### config.mk
export PLATFORM = sky130hd
export DESIGN_NAME = bka_multiword_add_seq
export DESIGN_NICKNAME = d
export VERILOG_FILES = /design/src/rtl/bka_multiword_add_seq.sv
export SDC_FILE = /design/constraint.sdc
export NUM_CORES = 1
export LEC_CHECK = 0
export ABC_AREA = 1
export CAP_MARGIN = 20
export CORE_MARGIN = 4
export CORE_UTILIZATION = 36
export CTS_CLUSTER_SIZE = 20
export DETAILED_ROUTE_END_ITERATION = 10
export PLACE_DENSITY = 0.81
export SLEW_MARGIN = 20
export SYNTH_ARGS = -nofsm -noshare
export SYNTH_HDL_FRONTEND = slang
export SYNTH_SLANG_ARGS = --single-unit
### constraint.sdc
create_clock -name clk -period 1.4 [get_ports clk]
set_input_delay 0.35 -clock clk [delete_from_list [all_inputs] [get_ports clk]]
set_output_delay 0.35 -clock clk [all_outputs]
set_load 0.01 [all_outputs]
### src/rtl/bka_multiword_add_seq.sv
// bka_multiword_add_seq
// Word-serial sequencer wrapped around an external combinational W-bit adder
// slice. Operands arrive LS word first. Carry is chained from word to word,
// and each result word is registered into a single-entry output stage, so one
// narrow slice can perform N*W-bit add and subtract.
module bka_multiword_add_seq #(
    parameter  int W         = 16,
    parameter  int MAX_WORDS = 8,
    localparam int CW        = $clog2(MAX_WORDS + 1)
) (
    input  logic          clk,
    input  logic          rst_n,
    input  logic          in_valid,
    output logic          in_ready,
    input  logic [W-1:0]  in_x,
    input  logic [W-1:0]  in_y,
    input  logic          in_last,
    input  logic          in_sub,
    output logic [W-1:0]  add_x,
    output logic [W-1:0]  add_y,
    output logic          add_cin,
    input  logic [W:0]    add_s,
    output logic          out_valid,
    input  logic          out_ready,
    output logic [W-1:0]  out_sum,
    output logic [CW-1:0] out_idx,
    output logic          out_last,
    output logic          out_cout,
    output logic          out_ovf,
    output logic          out_err
);

    typedef enum logic {IDLE, BUSY} state_t;

    state_t        state;
    logic          carry_q;
    logic          op_q;
    logic [CW-1:0] cnt;

    logic accept;
    logic is_idle;
    logic sub_e;
    logic forced;
    logic ends;
    logic ovf_w;

    // Signed overflow of a two's-complement add: both operands share a sign
    // that the result does not.
    function automatic logic signed_ovf(input logic xs, input logic ys, input logic ss);
        return (xs == ys) && (ss != xs);
    endfunction

    assign in_ready = !out_valid || out_ready;
    assign accept   = in_valid && in_ready;
    assign is_idle  = (state == IDLE);

    // The operation is latched from the first word; later words ignore in_sub.
    assign sub_e    = is_idle ? in_sub : op_q;

    // Subtraction is X + ~Y + 1: the +1 enters as Cin on the LS word only.
    assign add_x    = in_x;
    assign add_y    = sub_e ? ~in_y : in_y;
    assign add_cin  = is_idle ? sub_e : carry_q;

    // A transaction that reaches MAX_WORDS without a last flag is cut off here.
    assign forced   = (cnt == CW'(MAX_WORDS - 1)) && !in_last;
    assign ends     = in_last || forced;
    assign ovf_w    = signed_ovf(in_x[W-1], add_y[W-1], add_s[W-1]);

    // Transaction FSM, carry chain and registered output stage.
    always_ff @(posedge clk or negedge rst_n) begin
        if (!rst_n) begin
            state     <= IDLE;
            carry_q   <= 1'b0;
            op_q      <= 1'b0;
            cnt       <= '0;
            out_valid <= 1'b0;
            out_sum   <= '0;
            out_idx   <= '0;
            out_last  <= 1'b0;
            out_cout  <= 1'b0;
            out_ovf   <= 1'b0;
            out_err   <= 1'b0;
        end else if (accept) begin
            out_valid <= 1'b1;
            out_sum   <= add_s[W-1:0];
            out_idx   <= cnt;
            out_last  <= ends;
            out_err   <= forced;
            out_cout  <= ends ? add_s[W] : 1'b0;
            out_ovf   <= ends ? ovf_w : 1'b0;
            if (is_idle) begin
                op_q <= in_sub;
            end
            if (ends) begin
                // Closing word: the chain ends, so its carry is dropped.
                state   <= IDLE;
                cnt     <= '0;
                carry_q <= 1'b0;
            end else begin
                state   <= BUSY;
                cnt     <= cnt + 1'b1;
                carry_q <= add_s[W];
            end
        end else if (out_ready) begin
            out_valid <= 1'b0;
        end
    end

endmodule
# --- Word-level counts from Yosys, hierarchy flattened ---
# Cells that the tools add are included.
totals:
  reg_bits: 32
  inputBits: 55
classes:
  addsub: 1
  n_eq_ne: 3
  mux: 10
  bitwise: 1
  n_reduce_logical: 8
ops:
  columns: ["cell", "count"]
  rows:
  - ["$mux 16", 1]
  - ["$not 16->16", 1]
  - ["$mux 1", 8]
  - ["$add 4x1->4 const B", 1]
  - ["$eq 4x3->1 const B", 1]
  - ["$mux 4", 1]
  - ["$logic_and 1x1->1", 3]
  - ["$logic_not 1->1", 2]
  - ["$logic_or 1x1->1", 2]
  - ["$reduce_bool 2->1", 1]
  - ["$eq 1x1->1", 1]
  - ["$ne 1x1->1", 1]

# --- Logic depth before layout (Yosys ltp) ---
logic_depth:
  word_depth: 5
  ltp_mapped: 7

# --- Least setup slack after synthesis ---
# Ideal clock, no wire load.
synth_path:
  path_kind: "reg-to-output"
  start: "register state"
  end: "output port add_y[10]"
  t_arrival_ns: 0.972
  slack_ns: 0.078
  stages_incl_launch_ff: 6
  path_buffers: 1
  path_cell_list: "dfrtp_1 inv_2 nand2_4 nand2_8 buf_12 xor2_2"
synth_between:
  elab_chain_len: 2
synth_rtl:
  columns: ["element", "line_no", "source"]
  rows:
  - ["from (decl)", "35", "state_t state;"]
  - ["from (signal assigned)", "73", "state <= IDLE;"]
  - ["from (signal assigned)", "97", "state <= IDLE;"]
  - ["from (signal assigned)", "101", "state <= BUSY;"]
  - ["$mux 1", null, null]
  - ["$mux 16", "62", "assign add_y = sub_e ? ~in_y : in_y;"]
  - ["to (decl)", "20", "output logic [W-1:0] add_y,"]
# Every way passes these cells.

# --- Final worst setup path ---
layout_path:
  start: "register state"
  end: "output port add_y[6]"
# The elaborated chain is that of the path after synthesis.

==> flow_summary.json <==
{
  "path_clk_slew_ps": 60,
  "grt_pass1_wl_mm": 7.09,
  "setup_violations": 17,
  "synth_most_common_cell": "nand2_1",
  "multiInputGateArea_um2": 781,
  "status": "complete, but fails checks",
  "synth_cells": 184,
  "slew_violations": 0,
  "num_vias": 1458,
  "n_fill_cell": 367,
  "critical_path_buf_inv_count": 3,
  "crit_top_cell": "nand2_8",
  "synth_area_per_cell_um2": 9.30,
  "ioPinCount": 114,
  "critPathKind": "flop to primary output",
  "drt-total-wl_mm": 4.43,
  "ctsRootBufferMaster": "clkbuf_8",
  "drv_cap": 0,
  "timing.slew.headroom_pct": 86.8,
  "synth_cell_types": 24,
  "grt_max_degree": 33,
  "synthAdderAreaFrac_pct": 0.731,
  "netlist.area_leader.share_pct": 46.8,
  "wl_per_cell_um": 13.4,
  "cp.required_ps": 1050,
  "globalplace.congestion": 0.749,
  "synth-edff-count": 0,
  "drc_errors": 0,
  "crit_family": "flip-flops",
  "crit_cells": 6,
  "period_minus_slack_ps": 1780,
  "clock-sinks": 32,
  "yosysSeqAreaShare_pct": 46.8,
  "ys_warn_count": 0,
  "layout-drive-gt1-share_pct": 28.8,
  "cp_slowest_cell": "dfrtp_1",
  "dieArea_um2": 5920,
  "final_nets": 334,
  "synth_area_um2": 1710,
  "synthArstFlopShare_pct": 100,
  "portBuffers": 83,
  "drt_iter0_markers": 60,
  "hold_viol": 0,
  "row_count": 24,
  "vias_per_cell": 4.42,
  "grtUsageTotal_pct": 15.1,
  "synthXorXnorAreaFrac_pct": 12.6,
  "tightestPinTransition_ps": 198,
  "power.total_uw": 3010,
  "power.leakage_uw": 0.00139,
  "synth_top_family_by_area": "simple AND/OR/NAND/NOR gates",
  "synth_compound_area_share_pct": 4.82,
  "cp_data_arrival_time_ps": 1430,
  "synthFlopType": "dfrtp_1",
  "dp_hpwl_mm": 3.12,
  "n_antenna_cell": 0,
  "hold_buffers": 0,
  "finalCritPeriodShare_pct": 127,
  "coreArea_um2": 4470,
  "placed_cells": 313,
  "die_x_um": 77.0,
  "violations": "setup timing",
  "die_h_um": 77.0,
  "synth_area_leaders": "dfrtp_1, nand2_1, xor2_2, buf_4, xor2_1",
  "yosysTopAreaCell": "dfrtp_1",
  "clk_latency_ps": 280,
  "critPathMaxStageDelay_ps": 410,
  "seqCellArea_um2": 801,
  "cts_htree_levels": 2,
  "overflow": 0,
  "ant_nets": 0,
  "stdcell_count": 330,
  "end_kind": "primary output",
  "path_cells": "inv_2 > nand2_8 > nand2_8 > buf_12 > xor2_2 > buf_2",
  "fin_worst_skew_ps": 2.85,
  "hold_class": "input pin to asynchronous set/reset pin",
  "power_density_nw_per_um2": 1100,
  "place_worst_setup_slack_ps": -821,
  "worstPathMaxFanout": 4,
  "syn_nets": 240,
  "first_global_vias": 1500,
  "numCtsBuffers": 5,
  "crit_path_start_kind": "flop",
  "fin_area_um2": 2740,
  "grt_antenna_before_repair": 0,
  "vdd.ir_drop.worst_mv": 0.627,
  "placed_cell_area_um2": 2570,
  "layout-area-overhead-vs-synth_pct": 60.3,
  "cts_buffer_depth": 2,
  "synth_simple_gate_area_share_pct": 22.1,
  "setup_ws_ps": -375,
  "start_util_pct": 38.3,
  "cts_tree": "yes",
  "ys_top_cells_by_count": "nand2_1, dfrtp_1, buf_4",
  "dr.pass1.iters": 4,
  "synth.area.mux_share_pct": 0,
  "r2r_cells": 6,
  "rsz0062_at_grt": "yes",
  "synth_seq_cells": 32,
  "timing.fmax_mhz": 563
}
==> layout by cell type, fill, tap and decap left out, drive strengths merged <==
| master | n |
|---|---|
| nand2 | 72 |
| buf | 43 |
| clkdlybuf4s50 | 38 |
| dfrtp | 32 |
| dlygate4sd2 | 26 |
| xor2 | 16 |
| inv | 13 |
| o21ai | 10 |
| nand3 | 8 |
| clkbuf | 6 |
| nor2 | 6 |
| a21oi | 2 |
| o22ai | 2 |
| or2 | 1 |
| a31oi | 1 |
| ha | 1 |
| clkinv | 1 |
==> registers in the layout, summed over array words and instances (netlist names) <==
name	count
op_q	1
out_err	1
carry_q	1
cnt	4
out_cout	1
out_ovf	1
out_sum	16
out_last	1
out_idx	4
state	1
out_valid	1
==> final timing paths <==
check / from / endpoint / slack (ps)
setup reg to reg: cnt[0] / cnt[0] / 140
hold / removal: rst_n / out_sum[1] / 430
setup / recovery: state / add_y[6] / -380
hold reg to reg: out_sum[8] / out_sum[8] / 480
min in group clk: out_sum[8] / out_sum[8] / 480
max in group asynchronous: rst_n / out_idx[2] / 800
==> power breakdown <==
| group | switching (µW) | internal (µW) |
|---|---|---|
| logic | 596 | 626 |
| clock network | 307 | 337 |
| registers | 81.8 | 1060 |
==> layer usage <==
metal	wire, µm	vias up	part of all wire, %	global-route usage (%)
li1	-	731	-	-
met1	1730	678	39	16.7
met2	2330	42	53	26.7
met3	296	7	6.7	4.92
met4	69	0	1.6	5.98
met5	0	-	0	0
==> cell families (layout without fill, tap and decap cells) <==
| group | Yosys count | in the layout |
|---|---|---|
| flip-flops | 32 | 32 |
| adder cells (fa/ha/maj) | 1 | 1 |
| XOR/XNOR | 16 | 16 |
| AO/OA/AOI/OAI | 15 | 15 |
| AND/OR/NAND/NOR | 85 | 87 |
| buffers and inverters | 35 | 127 |
==> worst register-to-register path: stages (launching register included) <==
cell     delay [ps]
dfrtp_1         390
ha_1            230
nand2_2          80
nor2_2           50
nor2_2          150
nand2_1         140
a21oi_1         160
==> cell type report <==
| class | instances | share of cell area (%) |
|---|---|---|
| inverter | 13 | 1.87 |
| sequential | 32 | 29.2 |
| tap | 52 | 2.37 |
| clock inverter | 1 | 0.182 |
| clock buffer | 6 | 2.64 |
| timing repair buffer | 107 | 35.3 |
| multi-input combinational | 119 | 28.5 |
==> metrics by stage <==
stage | utilization [%] | setup TNS (ps) | hold WS [ps]
global placement | 57.4 | -18810 | 462
floorplan | - | 0 | 54.4
finish | 61.3 | -5560 | 432
CTS | 59.2 | -5070 | 436
global route | 61.3 | -6700 | 448
detailed placement | 57.4 | -19440 | 466
==> repair_timing <==
item | 4_1_cts | 5_1_grt
gates resized for setup | 112 | 12
gates cloned | 2 | 0
pin swaps | 13 | 6
buffers inserted | 7 | 4
endpoints found under the setup margin | 44 | 28
Power figures use the tool's default switching activity.
